### src/rtl/rv32_pkg.sv
// Shared RV32I decode definitions: opcodes, ALU operation codes, class bits
// and the decoded-instruction payload.
package rv32_pkg;

    localparam int unsigned REG_AW  = 5;
    localparam int unsigned CLASS_W = 8;

    localparam logic [6:0] OPC_LOAD   = 7'h03;
    localparam logic [6:0] OPC_OP_IMM = 7'h13;
    localparam logic [6:0] OPC_AUIPC  = 7'h17;
    localparam logic [6:0] OPC_STORE  = 7'h23;
    localparam logic [6:0] OPC_OP     = 7'h33;
    localparam logic [6:0] OPC_LUI    = 7'h37;
    localparam logic [6:0] OPC_BRANCH = 7'h63;
    localparam logic [6:0] OPC_JALR   = 7'h67;
    localparam logic [6:0] OPC_JAL    = 7'h6F;
    localparam logic [6:0] OPC_SYSTEM = 7'h73;

    typedef enum logic [4:0] {
        ALU_ADD    = 5'd0,
        ALU_SUB    = 5'd1,
        ALU_SLL    = 5'd2,
        ALU_SLT    = 5'd3,
        ALU_SLTU   = 5'd4,
        ALU_XOR    = 5'd5,
        ALU_SRL    = 5'd6,
        ALU_SRA    = 5'd7,
        ALU_OR     = 5'd8,
        ALU_AND    = 5'd9,
        ALU_MUL    = 5'd16,
        ALU_MULH   = 5'd17,
        ALU_MULHSU = 5'd18,
        ALU_MULHU  = 5'd19,
        ALU_DIV    = 5'd20,
        ALU_DIVU   = 5'd21,
        ALU_REM    = 5'd22,
        ALU_REMU   = 5'd23
    } alu_op_e;

    // Bit positions inside the one-hot class vector
    localparam int unsigned CLS_LOAD   = 0;
    localparam int unsigned CLS_STORE  = 1;
    localparam int unsigned CLS_BRANCH = 2;
    localparam int unsigned CLS_JAL    = 3;
    localparam int unsigned CLS_JALR   = 4;
    localparam int unsigned CLS_LUI    = 5;
    localparam int unsigned CLS_AUIPC  = 6;
    localparam int unsigned CLS_SYSTEM = 7;

    typedef struct packed {
        logic [REG_AW-1:0]  rs1;
        logic [REG_AW-1:0]  rs2;
        logic [REG_AW-1:0]  rd;
        logic [31:0]        imm;
        logic [2:0]         funct3;
        alu_op_e            alu_op;
        logic [CLASS_W-1:0] cls;
        logic               illegal;
    } decode_t;

    // Formats carrying an rs2 field (R, S, B)
    function automatic logic has_rs2(input logic [6:0] opc);
        return (opc == OPC_OP) || (opc == OPC_STORE) || (opc == OPC_BRANCH);
    endfunction

    // Base integer op from funct3; alt selects SUB/SRA where applicable
    function automatic alu_op_e alu_from_funct3(input logic [2:0] funct3, input logic alt);
        alu_op_e op;
        op = ALU_ADD;
        case (funct3)
            3'b000:  op = alt ? ALU_SUB : ALU_ADD;
            3'b001:  op = ALU_SLL;
            3'b010:  op = ALU_SLT;
            3'b011:  op = ALU_SLTU;
            3'b100:  op = ALU_XOR;
            3'b101:  op = alt ? ALU_SRA : ALU_SRL;
            3'b110:  op = ALU_OR;
            default: op = ALU_AND;
        endcase
        return op;
    endfunction

endpackage

### src/rtl/instruction_decode_if.sv
// Fetch-to-decode and decode-to-execute signal bundle.
interface instruction_decode_if #(
    parameter int unsigned IWIDTH   = 32,
    parameter int unsigned PC_WIDTH = 32
);
    logic [IWIDTH-1:0]   d_i_instr;
    logic [PC_WIDTH-1:0] d_i_pc;
    logic                d_i_ce;
    logic                d_i_stall;
    logic                d_i_flush;
    logic [PC_WIDTH-1:0] d_o_pc;
    logic [IWIDTH-1:0]   d_o_instr;
    logic [4:0]          d_o_rs1_addr;
    logic [4:0]          d_o_rs2_addr;
    logic [4:0]          d_o_rd_addr;
    logic [31:0]         d_o_imm;
    logic [2:0]          d_o_funct3;
    logic [4:0]          d_o_alu_op;
    logic [7:0]          d_o_class;
    logic                d_o_illegal;
    logic                d_o_ce;
    logic                d_o_stall;

    modport master (
        output d_i_instr, d_i_pc, d_i_ce, d_i_stall, d_i_flush,
        input  d_o_pc, d_o_instr, d_o_rs1_addr, d_o_rs2_addr, d_o_rd_addr,
        input  d_o_imm, d_o_funct3, d_o_alu_op, d_o_class, d_o_illegal,
        input  d_o_ce, d_o_stall
    );

    modport slave (
        input  d_i_instr, d_i_pc, d_i_ce, d_i_stall, d_i_flush,
        output d_o_pc, d_o_instr, d_o_rs1_addr, d_o_rs2_addr, d_o_rd_addr,
        output d_o_imm, d_o_funct3, d_o_alu_op, d_o_class, d_o_illegal,
        output d_o_ce, d_o_stall
    );
endinterface

### src/rtl/decode_imm_gen.sv
// Combinational immediate extraction for all RV32I formats.
module decode_imm_gen
    import rv32_pkg::*;
(
    input  logic [31:0] instr,
    output logic [31:0] imm_c
);

    // Pick the format from the opcode and sign-extend from bit 31
    always_comb begin
        imm_c = '0;
        case (instr[6:0])
            OPC_LOAD, OPC_OP_IMM, OPC_JALR, OPC_SYSTEM:
                imm_c = {{20{instr[31]}}, instr[31:20]};
            OPC_STORE:
                imm_c = {{20{instr[31]}}, instr[31:25], instr[11:7]};
            OPC_BRANCH:
                imm_c = {{19{instr[31]}}, instr[31], instr[7], instr[30:25], instr[11:8], 1'b0};
            OPC_LUI, OPC_AUIPC:
                imm_c = {instr[31:12], 12'b0};
            OPC_JAL:
                imm_c = {{11{instr[31]}}, instr[31], instr[19:12], instr[20], instr[30:21], 1'b0};
            default:
                imm_c = '0;
        endcase
    end

endmodule

### src/rtl/instruction_decode.sv
// RV32I decode stage: registers the fetched instruction, splits it into
// fields/ALU op/class, and inserts a bubble on load-use hazards.
// Optional feature: define RV32M_DECODE_EN to decode the M extension.
module instruction_decode
    import rv32_pkg::*;
#(
    parameter int unsigned IWIDTH   = 32,
    parameter int unsigned PC_WIDTH = 32
) (
    input  logic                 f_clk,
    input  logic                 f_rst,
    instruction_decode_if.slave  bus
);

    logic [31:0] instr_c;
    logic [6:0]  opc_c;
    logic [2:0]  funct3_c;
    logic [6:0]  funct7_c;
    logic [31:0] imm_c;
    decode_t     dec_c;
    logic        hazard_c;

    assign instr_c  = 32'(bus.d_i_instr);
    assign opc_c    = instr_c[6:0];
    assign funct3_c = instr_c[14:12];
    assign funct7_c = instr_c[31:25];

    decode_imm_gen u_imm_gen (
        .instr (instr_c),
        .imm_c (imm_c)
    );

    // Field extraction, class, ALU op and legality of the incoming instruction
    always_comb begin
        dec_c         = '0;
        dec_c.rs1     = instr_c[19:15];
        dec_c.rs2     = instr_c[24:20];
        dec_c.rd      = instr_c[11:7];
        dec_c.imm     = imm_c;
        dec_c.funct3  = funct3_c;
        dec_c.alu_op  = ALU_ADD;
        dec_c.cls     = '0;
        dec_c.illegal = 1'b0;
        case (opc_c)
            OPC_LOAD:   dec_c.cls[CLS_LOAD] = 1'b1;
            OPC_STORE: begin
                dec_c.cls[CLS_STORE] = 1'b1;
                dec_c.rd             = '0;
            end
            OPC_BRANCH: begin
                dec_c.cls[CLS_BRANCH] = 1'b1;
                dec_c.rd              = '0;
                dec_c.alu_op          = ALU_SUB;
            end
            OPC_JAL:    dec_c.cls[CLS_JAL]    = 1'b1;
            OPC_JALR:   dec_c.cls[CLS_JALR]   = 1'b1;
            OPC_AUIPC:  dec_c.cls[CLS_AUIPC]  = 1'b1;
            OPC_SYSTEM: dec_c.cls[CLS_SYSTEM] = 1'b1;
            OPC_LUI: begin
                dec_c.cls[CLS_LUI] = 1'b1;
                dec_c.rs1          = '0;
            end
            OPC_OP_IMM: begin
                // Only the shifts interpret funct7; SLLI has no arithmetic variant
                if ((funct3_c == 3'b001) && (funct7_c == 7'h20)) begin
                    dec_c.illegal = 1'b1;
                end else begin
                    dec_c.alu_op = alu_from_funct3(funct3_c, funct7_c[5] && (funct3_c == 3'b101));
                end
            end
            OPC_OP: begin
                if (funct7_c == 7'h00) begin
                    dec_c.alu_op = alu_from_funct3(funct3_c, 1'b0);
                end else if (funct7_c == 7'h20) begin
                    if ((funct3_c == 3'b000) || (funct3_c == 3'b101)) begin
                        dec_c.alu_op = alu_from_funct3(funct3_c, 1'b1);
                    end else begin
                        dec_c.illegal = 1'b1;
                    end
                end
`ifdef RV32M_DECODE_EN
                else if (funct7_c == 7'h01) begin
                    dec_c.alu_op = alu_op_e'({2'b10, funct3_c});
                end
`endif
                else begin
                    dec_c.illegal = 1'b1;
                end
            end
            default:    dec_c.illegal = 1'b1;
        endcase
    end

    // Load in decode whose destination feeds the incoming instruction
    always_comb begin
        hazard_c = bus.d_o_ce
                 & bus.d_o_class[CLS_LOAD]
                 & (bus.d_o_rd_addr != 5'd0)
                 & bus.d_i_ce
                 & ((instr_c[19:15] == bus.d_o_rd_addr)
                    | (has_rs2(opc_c) & (instr_c[24:20] == bus.d_o_rd_addr)));
    end

    assign bus.d_o_stall = bus.d_i_stall | hazard_c;

    // Decode register: flush > stall > hazard bubble > accept > idle
    always_ff @(posedge f_clk or negedge f_rst) begin
        if (!f_rst) begin
            bus.d_o_pc       <= '0;
            bus.d_o_instr    <= '0;
            bus.d_o_rs1_addr <= '0;
            bus.d_o_rs2_addr <= '0;
            bus.d_o_rd_addr  <= '0;
            bus.d_o_imm      <= '0;
            bus.d_o_funct3   <= '0;
            bus.d_o_alu_op   <= ALU_ADD;
            bus.d_o_class    <= '0;
            bus.d_o_illegal  <= 1'b0;
            bus.d_o_ce       <= 1'b0;
        end else if (bus.d_i_flush) begin
            bus.d_o_ce <= 1'b0;
        end else if (!bus.d_i_stall) begin
            if (hazard_c) begin
                bus.d_o_ce <= 1'b0;
            end else if (bus.d_i_ce) begin
                bus.d_o_pc       <= PC_WIDTH'(bus.d_i_pc);
                bus.d_o_instr    <= IWIDTH'(bus.d_i_instr);
                bus.d_o_rs1_addr <= dec_c.rs1;
                bus.d_o_rs2_addr <= dec_c.rs2;
                bus.d_o_rd_addr  <= dec_c.rd;
                bus.d_o_imm      <= dec_c.imm;
                bus.d_o_funct3   <= dec_c.funct3;
                bus.d_o_alu_op   <= dec_c.alu_op;
                bus.d_o_class    <= dec_c.cls;
                bus.d_o_illegal  <= dec_c.illegal;
                bus.d_o_ce       <= 1'b1;
            end else begin
                bus.d_o_ce <= 1'b0;
            end
        end
    end

endmodule

### src/flat_wrapper.sv
// flat-port wrapper written by rule: the top's interface ports become plain ports
module instruction_decode_flat import rv32_pkg::*;
#(
    parameter int unsigned IWIDTH   = 32,
    parameter int unsigned PC_WIDTH = 32
)
  (f_clk, f_rst, bus_d_i_instr, bus_d_i_pc, bus_d_i_ce, bus_d_i_stall, bus_d_i_flush, bus_d_o_pc, bus_d_o_instr, bus_d_o_rs1_addr, bus_d_o_rs2_addr, bus_d_o_rd_addr, bus_d_o_imm, bus_d_o_funct3, bus_d_o_alu_op, bus_d_o_class, bus_d_o_illegal, bus_d_o_ce, bus_d_o_stall);
  instruction_decode_if #(.IWIDTH(IWIDTH), .PC_WIDTH(PC_WIDTH)) bus_i ();
  input  logic f_clk;
  input  logic f_rst;
  input wire logic [$bits(bus_i.d_i_instr)-1:0] bus_d_i_instr;
  input wire logic [$bits(bus_i.d_i_pc)-1:0] bus_d_i_pc;
  input wire logic [$bits(bus_i.d_i_ce)-1:0] bus_d_i_ce;
  input wire logic [$bits(bus_i.d_i_stall)-1:0] bus_d_i_stall;
  input wire logic [$bits(bus_i.d_i_flush)-1:0] bus_d_i_flush;
  output wire logic [$bits(bus_i.d_o_pc)-1:0] bus_d_o_pc;
  output wire logic [$bits(bus_i.d_o_instr)-1:0] bus_d_o_instr;
  output wire logic [$bits(bus_i.d_o_rs1_addr)-1:0] bus_d_o_rs1_addr;
  output wire logic [$bits(bus_i.d_o_rs2_addr)-1:0] bus_d_o_rs2_addr;
  output wire logic [$bits(bus_i.d_o_rd_addr)-1:0] bus_d_o_rd_addr;
  output wire logic [$bits(bus_i.d_o_imm)-1:0] bus_d_o_imm;
  output wire logic [$bits(bus_i.d_o_funct3)-1:0] bus_d_o_funct3;
  output wire logic [$bits(bus_i.d_o_alu_op)-1:0] bus_d_o_alu_op;
  output wire logic [$bits(bus_i.d_o_class)-1:0] bus_d_o_class;
  output wire logic [$bits(bus_i.d_o_illegal)-1:0] bus_d_o_illegal;
  output wire logic [$bits(bus_i.d_o_ce)-1:0] bus_d_o_ce;
  output wire logic [$bits(bus_i.d_o_stall)-1:0] bus_d_o_stall;
  assign bus_i.d_i_instr = bus_d_i_instr;
  assign bus_i.d_i_pc = bus_d_i_pc;
  assign bus_i.d_i_ce = bus_d_i_ce;
  assign bus_i.d_i_stall = bus_d_i_stall;
  assign bus_i.d_i_flush = bus_d_i_flush;
  assign bus_d_o_pc = bus_i.d_o_pc;
  assign bus_d_o_instr = bus_i.d_o_instr;
  assign bus_d_o_rs1_addr = bus_i.d_o_rs1_addr;
  assign bus_d_o_rs2_addr = bus_i.d_o_rs2_addr;
  assign bus_d_o_rd_addr = bus_i.d_o_rd_addr;
  assign bus_d_o_imm = bus_i.d_o_imm;
  assign bus_d_o_funct3 = bus_i.d_o_funct3;
  assign bus_d_o_alu_op = bus_i.d_o_alu_op;
  assign bus_d_o_class = bus_i.d_o_class;
  assign bus_d_o_illegal = bus_i.d_o_illegal;
  assign bus_d_o_ce = bus_i.d_o_ce;
  assign bus_d_o_stall = bus_i.d_o_stall;
  instruction_decode #(.IWIDTH(IWIDTH), .PC_WIDTH(PC_WIDTH)) u_core (.f_clk(f_clk), .f_rst(f_rst), .bus(bus_i));
endmodule
### config.mk
export PLATFORM = sky130hd
export DESIGN_NAME = instruction_decode_flat
export DESIGN_NICKNAME = d
export VERILOG_FILES = /design/src/rtl/rv32_pkg.sv /design/src/rtl/instruction_decode_if.sv /design/src/rtl/decode_imm_gen.sv /design/src/rtl/instruction_decode.sv /design/src/flat_wrapper.sv
export SDC_FILE = /design/constraint.sdc
export NUM_CORES = 1
export LEC_CHECK = 0
export ABC_CLOCK_PERIOD_IN_PS = 1800
export BUFFER_PORTS_ARGS = -buffer_cell sky130_fd_sc_hd__buf_2
export CAP_MARGIN = 20
export CORE_ASPECT_RATIO = 1.1
export CORE_MARGIN = 1
export CORE_UTILIZATION = 35
export DETAILED_ROUTE_END_ITERATION = 10
export GPL_TIMING_DRIVEN = 0
export PLACE_DENSITY_LB_ADDON = 0.12
export REMOVE_ABC_BUFFERS = 1
export SETUP_SLACK_MARGIN = 0.2
export SLEW_MARGIN = 5
export SYNTH_ARGS = -nofsm -noshare
export SYNTH_HDL_FRONTEND = slang
export SYNTH_SLANG_ARGS = --single-unit
export TNS_END_PERCENT = 10
### constraint.sdc
create_clock -name f_clk -period 1.8 [get_ports f_clk]
set_clock_uncertainty 0.15 [all_clocks]
set_input_delay 0 -clock f_clk [delete_from_list [all_inputs] [get_ports f_clk]]
set_output_delay 0 -clock f_clk [all_outputs]
set_load 0.01 [all_outputs]
==> results_dict.tcl, run 1 <==
set metrics [dict create \
    criticalPathCategory "register to register" \
    dp_hpwl_um 10300 \
    crit_required_ns 1.95 \
    grtUsageMet1_pct 25.02 \
    power.density_nw_per_um2 987.8 \
    worstReg2RegEnd "u_core.bus.d_o_instr[11]$_DFFE_PN0P_" \
    grt_max_degree 65 \
    cts_buffers 17 \
    critPathBufInv 2 \
    synth_area_um2 5857 \
    max_freq_mhz 451.0 \
    crit_family "compound AO/OA/AOI/OAI gates" \
    place_ws_ns -1.112 \
    die_w_um 125.3 \
    synth_area_leaders "dfrtp_1 51%, mux2_4 17%, mux2i_1 7.5%" \
    rsz0062_at_grt "true" \
    dr.pass1.iters 8 \
    synthCells 474 \
    postCtsHoldBufs 73 \
    finalCriticalPeriod_ns 2.218 \
    syn_to_final_growth_pct 46.55 \
    reg2reg_from "u_core.bus.d_o_rd_addr[2]$_DFFE_PN0P_" \
    grt_pass1_vias 4832 \
    ff_latch_area_um2 3007 \
    coreArea_um2 16370 \
    placed_area_um2 6969 \
    path_max_fanout 10 \
    reg2reg_slack_ns -0.42 \
    fin_worst_hold_slack_ns -0.05884 \
    hold_path.class "primary input to asynchronous set/reset pin" \
    gp_congestion 0.7668 \
    cp.arrival_ns 2.36 \
    synth_top_area_cell "dfrtp_1" \
    htreeDepth 4 \
    fin_nets 818 \
    fill_cells 1457 \
    port-buffer-count 197 \
    synth_top_area_share_pct 51.27 \
    final_cell_area_um2 8583 \
    ys.flop_type "dfrtp_1" \
    p_leak_nw 4.141 \
    irDropWorstVdd_uv 641.6 \
    post_drt_wl_per_cell_um 17.50 \
    synth.most_common_cell "dfrtp_1" \
    max_cap_violations 0 \
    post-route-drc-count 15 \
    track_usage_pct 19.87 \
    synth_commonest_cells "120 x dfrtp_1, 66 x mux2_4, 48 x inv_1, 44 x mux2i_1, 29 x nand2_1" \
    antenna_found_initial 0 \
    multiInputGateArea_um2 2531 \
    fin_ws_ns -0.4175 \
    layout-drive-gt1-share_pct 43.83 \
    fin_crit_sh_pct 123.2 \
    maxSlewViolCount 0 \
    clk_pin_slew_ns 0.05 \
    seq_area_frac_synth_pct 51.27 \
    drt-total-wl_um 16910 \
    grtUsageMet3_pct 4.466 \
    ys_types 51 \
    end_kind "register" \
    grt_pass1_wl_um 26080 \
    dr.first_iter.drc_count 240 \
    violations "design-rule violations, negative hold slack, negative setup slack" \
    synth_edf_count 0 \
    antenna_left 0 \
    syn_avg_cell_area_um2 12.36 \
    setup_viol 120 \
    die_y_um 137.7 \
    cts.sinks 120 \
    use_met2_pct 33.86 \
    critical_path.slowest_cell "dfrtp_2" \
    dieArea_um2 17260 \
    grt_overflow 0 \
    ios 199 \
    crit_chain "xnor2_1 -> nand4_1 -> a2bb2oi_4 -> o21ba_4 -> buf_12 -> clkbuf_16 -> mux2_4" \
    cts_root_buf "clkbuf_16" \
    yosysWarnings 0 \
    antenna_cells 0 \
    outcome "finished, violations left" \
    clock_path_buffers 2 \
    ys_seq_elements 120 \
    hold_viol 44 \
    start_util_pct 35.78 \
    startpoint_type "register" \
    cts_tree "yes" \
    clk_latency_ns 0.41 \
    ff2ff_path_depth 7 \
    vias 4645 \
    max_stage_delay_ns 0.44 \
    routed_via_density 4.808 \
    synthArstFlopShare_pct 100.0 \
    busiest_layer "met2" \
    relSlewSlack_pct 42.42 \
    row_count 49 \
    worst_slew_pin_slew_ns 0.8621 \
]
layout make-up:
cell class	instances	area share [%]
Inverter	48	2.099
Timing Repair Buffer	287	23.45
Tap cell	204	2.974
Clock buffer	20	5.204
Sequential cell	120	35.03
Clock inverter	12	1.749
Multi-Input combinational cell	275	29.49
stage by stage:
stage	hold WS (ns)	setup TNS, ns	power [mW]	utilization (%)	instances
after detailed placement	-0.1356	-109.35	4.868	42.57	845
after global routing	-0.02601	-44.66	8.886	52.43	966
after global placement	0.04277	-480.62	4.853	41.88	841
after CTS	-0.05854	-38.63	8.564	51.70	958
after floorplan	-0.4456	-255.88	4.159	-	440
final	-0.05884	-38.16	8.478	52.43	966
flip-flops by register name (all words and copies together), names as in the netlist:
register,flops
u_core.bus.d_o_instr,26
u_core.bus.d_o_rs2_addr,4
u_core.bus.d_o_class,8
u_core.bus.d_o_ce,1
u_core.bus.d_o_rd_addr,5
u_core.bus.d_o_rs1_addr,5
u_core.bus.d_o_alu_op,4
u_core.bus.d_o_illegal,1
u_core.bus.d_o_imm,32
u_core.bus.d_o_funct3,2
u_core.bus.d_o_pc,32
report_power, final:
part	internal (mW)	switching, mW
clock network	2.21	1.24
registers	3.06	0.219
logic	0.954	0.799
total	6.22	2.26
layout by cell type, fill, tap and decap left out, types with 2 or more instances in the layout:
cell	synthesis	layout
nand4_1	4	4
dfrtp_2	0	3
a21oi_1	27	27
and3_1	6	6
dfrtp_1	120	117
a22o_1	4	4
nor2b_1	4	4
buf_16	0	4
o21ba_4	0	2
o22ai_1	2	2
buf_4	13	6
o21ba_2	1	2
dlygate4sd3_1	0	72
mux2_2	9	9
mux2i_1	44	44
nor3b_1	2	2
and2_1	2	2
o21ai_0	9	9
bufinv_16	0	3
nor3_1	5	4
inv_1	48	48
clkbuf_1	7	2
buf_2	5	196
nand2_1	29	28
mux2_4	66	66
nor2_1	11	11
a31oi_1	3	3
xnor2_1	6	6
clkinv_2	0	4
clkbuf_16	0	19
buf_12	0	3
clkinvlp_4	0	3
xor2_1	6	6
buf_6	8	3
nand3_1	7	6
cell families (layout without fill, tap and decap cells):
group / after synthesis / count (layout) / synth area share (%)
xor gates and xnor gates: 12 / 12 / 1.794
DFF: 120 / 120 / 51.27
other: 1 / 1 / 0.06403
AOI/OAI and AO/OA: 61 / 64 / 6.580
and+or+nand+nor: 79 / 79 / 6.900
muxes: 119 / 119 / 26.17
buffers and inverters: 82 / 367 / 7.221
metal layers:
| layer | part of all wire, % | vias to the layer above |
|---|---|---|
| li1 | - | 2183 |
| met1 | 44 | 2304 |
| met2 | 50 | 135 |
| met3 | 4.9 | 23 |
| met4 | 1.4 | 0 |
| met5 | 0 | - |
repair_timing:
action	CTS	global route
endpoints found under the hold margin	232	44
pin swaps	4	1
setup endpoints to repair	121	134
setup buffers	5	5
cloned	3	3
resized for setup	9	6
worst max-delay path by stage:
| stage | slack [ns] | to | from | depth (start not counted) |
|---|---|---|---|---|
| 5_1_grt | -0.47 | u_core.bus.d_o_pc[7]$_DFFE_PN0P_ | u_core.bus.d_o_rd_addr[2]$_DFFE_PN0P_ | 6 |
| 3_5_place_dp | -1.11 | u_core.bus.d_o_instr[19]$_DFFE_PN0P_ | bus_d_i_instr[2] | 7 |
| 3_3_place_gp | -3.13 | u_core.bus.d_o_illegal$_DFFE_PN0P_ | u_core.bus.d_o_rd_addr[2]$_DFFE_PN0P_ | 5 |
| 6_report | -0.42 | u_core.bus.d_o_instr[11]$_DFFE_PN0P_ | u_core.bus.d_o_rd_addr[2]$_DFFE_PN0P_ | 7 |
| 2_1_floorplan | -2.25 | u_core.bus.d_o_class[2]$_DFFE_PN0P_ | u_core.bus.d_o_rd_addr[3]$_DFFE_PN0P_ | 5 |
| 4_1_cts | -0.40 | u_core.bus.d_o_instr[19]$_DFFE_PN0P_ | u_core.bus.d_o_rd_addr[2]$_DFFE_PN0P_ | 7 |
Power figures use the tool's default switching activity.
==> run 2: changes to the inputs <==
Settings changed: CTS_BUF_LIST set to sky130_fd_sc_hd__clkbuf_8 sky130_fd_sc_hd__clkbuf_16, PLACE_DENSITY_LB_ADDON 0.12 to 0.2.
==> run 2 against run 1 <==
  * The flow still finishes with violations (design-rule violations, negative hold slack, negative setup slack)
  * Register-to-register slack improved by 0.09 ns
  * Clock power grew 11%
  * Fmax is 4.4% higher
  * First-iteration DRC count decreased by 11%
  * Count of clock-buffer cells in the layout shrank 2
  * Sequential power barely moved
==> results_dict.tcl, run 2 (synthesis results as in run 1) <==
set metrics [dict create \
    antenna_left 0 \
    top_regs "u_core.bus.d_o_imm (32), u_core.bus.d_o_pc (32), u_core.bus.d_o_instr (26)" \
    max_cap_violations 0 \
    crit_chain "buf_2 -> dlygate4sd3_1 -> and4bb_2 -> nand4_1 -> a2bb2oi_4 -> o21ba_4 -> buf_16 -> buf_16 -> mux2_4" \
    cts_root_buf "clkbuf_16" \
    reg2reg_slack_ns -0.32 \
    maxSlewViolCount 0 \
    grt_max_degree 73 \
    post_drt_wl_per_cell_um 17.55 \
    hold_viol 2 \
    critical_path.slowest_cell "dlygate4sd3_1" \
    coreArea_um2 16370 \
    ios 199 \
    dp_hpwl_um 10290 \
    end_kind "register" \
    cts.sinks 120 \
    violations "design-rule violations, negative hold slack, negative setup slack" \
    place_ws_ns -0.9723 \
    htreeDepth 4 \
    fin_nets 829 \
    routed_via_density 4.770 \
    worstReg2RegEnd "u_core.bus.d_o_pc[12]$_DFFE_PN0P_" \
    syn_to_final_growth_pct 51.36 \
    fin_crit_sh_pct 118.0 \
    cts_tree "yes" \
    power_mw 8.923 \
    relSlewSlack_pct 38.68 \
    mostFrequentLayoutCells "196 x buf_2, 115 x dfrtp_1, 71 x dlygate4sd3_1" \
    outcome "finished, violations left" \
    irDropWorstVdd_uv 665.7 \
    cts_buffers 17 \
    dieArea_um2 17260 \
    startpoint_type "primary input" \
    crit_family "buffers and inverters" \
    crit_required_ns 1.95 \
    max_stage_delay_ns 0.60 \
    whs_path_depth 6 \
    finalCriticalPeriod_ns 2.125 \
    antenna_found_initial 0 \
    antenna_cells 0 \
    gp_congestion 0.7745 \
    clk_pin_slew_ns 0.06 \
    p_leak_nw 4.265 \
    reg2reg_from "u_core.bus.d_o_rd_addr[2]$_DFFE_PN0P_" \
    placed_area_um2 6989 \
    path_common_cell "buf_16" \
    dr.pass1.iters 7 \
    fill_cells 1429 \
    post-route-drc-count 13 \
    dr.first_iter.drc_count 213 \
    port-buffer-count 197 \
    vias 4660 \
    final_common_cell "buf_2" \
    cp.arrival_ns 2.27 \
    track_usage_pct 20.40 \
    min_to "u_core.bus.d_o_alu_op[3]$_DFFE_PN0P_" \
    placed_cells 846 \
    layout-drive-gt1-share_pct 46.57 \
    setup_viol 120 \
    row_count 49 \
    stdcell_count 977 \
    path_max_fanout 8 \
    postCtsHoldBufs 71 \
    critPathBufInv 4 \
    drt-total-wl_um 17140 \
    worst_slew_pin_slew_ns 0.9182 \
    fin_ws_ns -0.3247 \
    die_y_um 137.7 \
    rsz0062_at_grt "true" \
    clock_path_buffers 2 \
    clk_latency_ns 0.42 \
    final_cell_area_um2 8865 \
    ff2ff_path_depth 7 \
    max_freq_mhz 470.7 \
    criticalPathCategory "primary input to register" \
    grt_overflow 0 \
    start_util_pct 35.78 \
    grt_pass1_wl_um 26430 \
    hold_path.class "primary input to register" \
    power.density_nw_per_um2 1007 \
    fin_worst_hold_slack_ns -0.01931 \
    die_w_um 125.3 \
    grt_pass1_vias 4824 \
    hold_start "bus_d_i_instr[26]" \
]
==> run 2: changes by cell type in the layout (fill, tap and decap cells not counted), sizes merged <==
cell          change
bufinv            +2
bufbuf            +1
buf              +15
dlymetal6s4s      -1
clkbuf            -3
clkinv            -2
clkinvlp          +2
o21ba             -2
dlygate4sd3       -1
==> run 2: area by class of cell <==
type                       count  area [um2]  area share [%]
clock buffer                  18       439.2           4.954
clock inverter                14       222.7           2.512
inverter                      48       180.2           2.032
multi-input combinational    273        2551           28.78
sequential                   120        3009           33.95
tap                          204       255.2           2.879
timing repair buffer         300        2207           24.90
==> run 2: routing by layer <==
layer / vias to the layer above / track usage (%) / part of all wire, %
met5: - / 0 / 0
met4: 0 / 9.079 / 1.9
met3: 19 / 5.359 / 6.1
met2: 177 / 33.52 / 48
met1: 2261 / 25.35 / 44
li1: 2203 / - / -
==> run 2: worst register-to-register path, stage by stage, from the launching register on <==
cell	delay (ns)
dfrtp_2	0.45
xnor2_2	0.13
nand4_1	0.20
a2bb2oi_4	0.21
o21ba_4	0.24
buf_16	0.16
buf_16	0.16
mux2_4	0.31
==> run 2: per-stage QoR <==
step / util [%] / TNS [ns]
2_1_floorplan: - / -255.88
3_3_place_gp: 41.88 / -481.16
3_5_place_dp: 42.70 / -76.70
4_1_cts: 53.36 / -34.20
5_1_grt: 54.15 / -38.89
6_report: 54.15 / -30.58
==> run 2: how the worst max path moves through the flow <==
stage / startpoint / end / slack (ns) / cells after the start
after floorplan: u_core.bus.d_o_rd_addr[3]$_DFFE_PN0P_ / u_core.bus.d_o_class[2]$_DFFE_PN0P_ / -2.25 / 5
after global placement: u_core.bus.d_o_rd_addr[1]$_DFFE_PN0P_ / u_core.bus.d_o_illegal$_DFFE_PN0P_ / -3.14 / 5
after detailed placement: u_core.bus.d_o_rd_addr[0]$_DFFE_PN0P_ / u_core.bus.d_o_pc[0]$_DFFE_PN0P_ / -0.97 / 7
after CTS: u_core.bus.d_o_rd_addr[2]$_DFFE_PN0P_ / u_core.bus.d_o_pc[29]$_DFFE_PN0P_ / -0.35 / 6
after global routing: u_core.bus.d_o_rd_addr[0]$_DFFE_PN0P_ / u_core.bus.d_o_imm[3]$_DFFE_PN0P_ / -0.39 / 7
final: bus_d_i_instr[0] / u_core.bus.d_o_pc[12]$_DFFE_PN0P_ / -0.32 / 9
==> run 2: repair_timing <==
action | CTS | global route
hold endpoints to repair | 234 | 1
setup buffers | 15 | 5
gates resized for setup | 22 | 17
pin swaps | 6 | 5
endpoints found under the setup margin | 120 | 193
gates cloned | 7 | 1
==> run 2: where the power goes <==
part | switching (mW) | internal (mW) | total (mW) | leakage, nW
Clock | 1.33 | 2.50 | 3.83 | 0.305
Sequential | 0.230 | 3.06 | 3.29 | 1.50
Combinational | 0.807 | 1.00 | 1.81 | 2.46
==> run 3: changes to the inputs <==
==> constraint.sdc (replaced) <==
create_clock -name f_clk -period 1.8 [get_ports f_clk]
set_clock_uncertainty 0.15 [all_clocks]
set_input_delay 0.09 -clock f_clk [delete_from_list [all_inputs] [get_ports f_clk]]
set_output_delay 0.09 -clock f_clk [all_outputs]
set_load 0.01 [all_outputs]
==> run 3 against run 2 <==
  * Sequential power about the same
  * Cell area decreased by 0.17%
  * First-iteration DRC count increased by 21%
  * Die area unchanged
  * Global-route usage decreased by 0.094 points
  * Non-clock buffer count decreased by 7
  * Sequential share of layout area increased by 0.058 points
  * Clock power about the same
  * The run ends with design-rule violations, negative setup slack left
  * Register-to-register slack about the same
  * Combinational power about the same
  * Utilization decreased by 0.092 points
==> results_dict.tcl, run 3 (synthesis results as in run 1) <==
set metrics [dict create \
    outcome "finished, violations left" \
    violations "design-rule violations, negative setup slack" \
    grt_pass1_wl_um 26300 \
    dieArea_um2 17260 \
    post-route-drc-count 13 \
    dr.first_iter.drc_count 258 \
    irDropWorstVdd_uv 667.6 \
    cts_buffers 17 \
    place_ws_ns -1.049 \
    dr.pass1.iters 8 \
    mostFrequentLayoutCells "196 x buf_2, 115 x dfrtp_1, 68 x dlygate4sd3_1" \
    clockPowerShare_pct 42.9 \
    critPathBufInv 2 \
    clk_latency_ns 0.42 \
    p_sw_mw 2.351 \
    maxSlewViolCount 0 \
    reg2reg_slack_ns -0.33 \
    p_leak_nw 4.248 \
    rsz0062_at_grt "true" \
    worst_slew_pin_slew_ns 0.9094 \
    clk_pin_slew_ns 0.06 \
    p_int_mw 6.556 \
    crit_family "flip-flops" \
    port-buffer-count 197 \
    vias 4639 \
    worstReg2RegEnd "u_core.bus.d_o_imm[3]$_DFFE_PN0P_" \
    antenna_cells 0 \
    setup-tns-final_ns -30.83 \
    combPwrFrac_pct 20.2 \
    fin_crit_sh_pct 118.4 \
    crit_required_ns 1.94 \
    placed_cells 846 \
    clock_path_buffers 2 \
    layout-drive-gt1-share_pct 45.82 \
    grt_pass1_vias 4785 \
    critical_path.slowest_cell "dfrtp_2" \
    cp-startpoint "u_core.bus.d_o_rd_addr[2]$_DFFE_PN0P_" \
    dp_hpwl_um 10290 \
    path_common_cell "buf_16" \
    placed_area_um2 6989 \
    cts_root_buf "clkbuf_16" \
    p_seq_share_pct 36.9 \
    swShare_pct 26.40 \
    final_cell_area_um2 8850 \
    grt_overflow 0 \
    grt_max_degree 73 \
    cp.arrival_ns 2.27 \
    stdcell_count 970 \
    track_usage_pct 20.30 \
    ff2ff_path_depth 7 \
    top_regs "u_core.bus.d_o_imm (32), u_core.bus.d_o_pc (32), u_core.bus.d_o_instr (26)" \
    fill_cells 1440 \
    final_util_pct 54.06 \
    fin_ws_ns -0.3311 \
    post_drt_wl_per_cell_um 17.55 \
    critPathCapture "u_core.bus.d_o_imm[3]$_DFFE_PN0P_" \
    cts.sinks 120 \
    drt-total-wl_um 17030 \
    die_y_um 137.7 \
    max_freq_mhz 469.2 \
    hold_viol 0 \
    start_util_pct 35.78 \
    coreArea_um2 16370 \
    max_stage_delay_ns 0.44 \
    row_count 49 \
    reg2reg_from "u_core.bus.d_o_rd_addr[2]$_DFFE_PN0P_" \
    finalCriticalPeriod_ns 2.131 \
    antenna_left 0 \
    path_max_fanout 8 \
    hold_path.class "primary input to asynchronous set/reset pin" \
    criticalPathCategory "register to register" \
    crit_chain "xor2_1 -> nor3_2 -> a2bb2oi_4 -> o21ba_4 -> buf_16 -> buf_16 -> mux2_4" \
    final_common_cell "buf_2" \
    startpoint_type "register" \
    max_cap_violations 0 \
    antenna_found_initial 0 \
    gp_congestion 0.7745 \
    power.density_nw_per_um2 1007 \
    relSlewSlack_pct 39.26 \
    fin_nets 822 \
    die_w_um 125.3 \
    crit_cells 7 \
    setup_viol 119 \
    routed_via_density 4.782 \
    cts_tree "yes" \
    ios 199 \
    htreeDepth 4 \
    syn_to_final_growth_pct 51.10 \
    end_kind "register" \
]
[run 3: cell count changes in the layout (fill, tap and decap cells not counted), sizes merged]
cell,change
clkbuf,+1
bufbuf,+1
dlygate4sd3,-3
buf,-6
[run 3: how the worst min path moves through the flow]
stage | start | endpoint | depth (start not counted) | slack, ns
floorplan | f_rst | u_core.bus.d_o_alu_op[0]$_DFFE_PN0P_ | 0 | -0.36
global placement | bus_d_i_flush | u_core.bus.d_o_ce$_DFFE_PN0P_ | 2 | 0.13
detailed placement | f_rst | u_core.bus.d_o_instr[14]$_DFFE_PN0P_ | 1 | -0.08
CTS | bus_d_i_instr[3] | u_core.bus.d_o_alu_op[1]$_DFFE_PN0P_ | 4 | 0.02
global route | bus_d_i_instr[20] | u_core.bus.d_o_imm[0]$_DFFE_PN0P_ | 3 | 0.05
finish | f_rst | u_core.bus.d_o_funct3[0]$_DFFE_PN0P_ | 2 | 0.03
[run 3: what timing repair did]
| item | 4_1_cts | 5_1_grt |
|---|---|---|
| setup endpoints to repair | 120 | 121 |
| hold endpoints to repair | 229 | 0 |
| cloned | 7 | 2 |
| gates resized for setup | 26 | 8 |
| pin swaps | 8 | 5 |
| buffers inserted | 12 | 3 |
| hold buffers | 68 | 0 |
[run 3: area by class of cell]
cell class,count,area [um2],area share [%]
inverter,48,180.2,2.036
tap,204,255.2,2.884
multi-input combinational,273,2526,28.55
sequential,120,3009,34.00
clock inverter,14,222.7,2.517
clock buffer,18,439.2,4.963
timing repair buffer,293,2217,25.05
[run 3: power by group through the flow]
stage / clock network [mW] / registers [mW] / logic (mW)
after floorplan: 0 / 3.49 / 0.668
after global placement: 0 / 3.30 / 1.55
after detailed placement: 0 / 3.31 / 1.56
after CTS: 3.91 / 3.28 / 1.79
after global routing: 4.03 / 3.33 / 1.94
final: 3.83 / 3.28 / 1.80
[run 3: through the flow]
step,power [mW],hold slack [ns]
floorplan,4.159,-0.3556
finish,8.908,0.03255
detailed placement,4.869,-0.07911
global placement,4.846,0.1334
CTS,8.972,0.02248
global route,9.310,0.04861
[run 3: per-layer routing]
metal / track usage [%] / wire (um)
met3: 4.971 / 1001
met5: 0 / 0
met2: 33.80 / 8282
met4: 8.062 / 293
met1: 25.48 / 7449
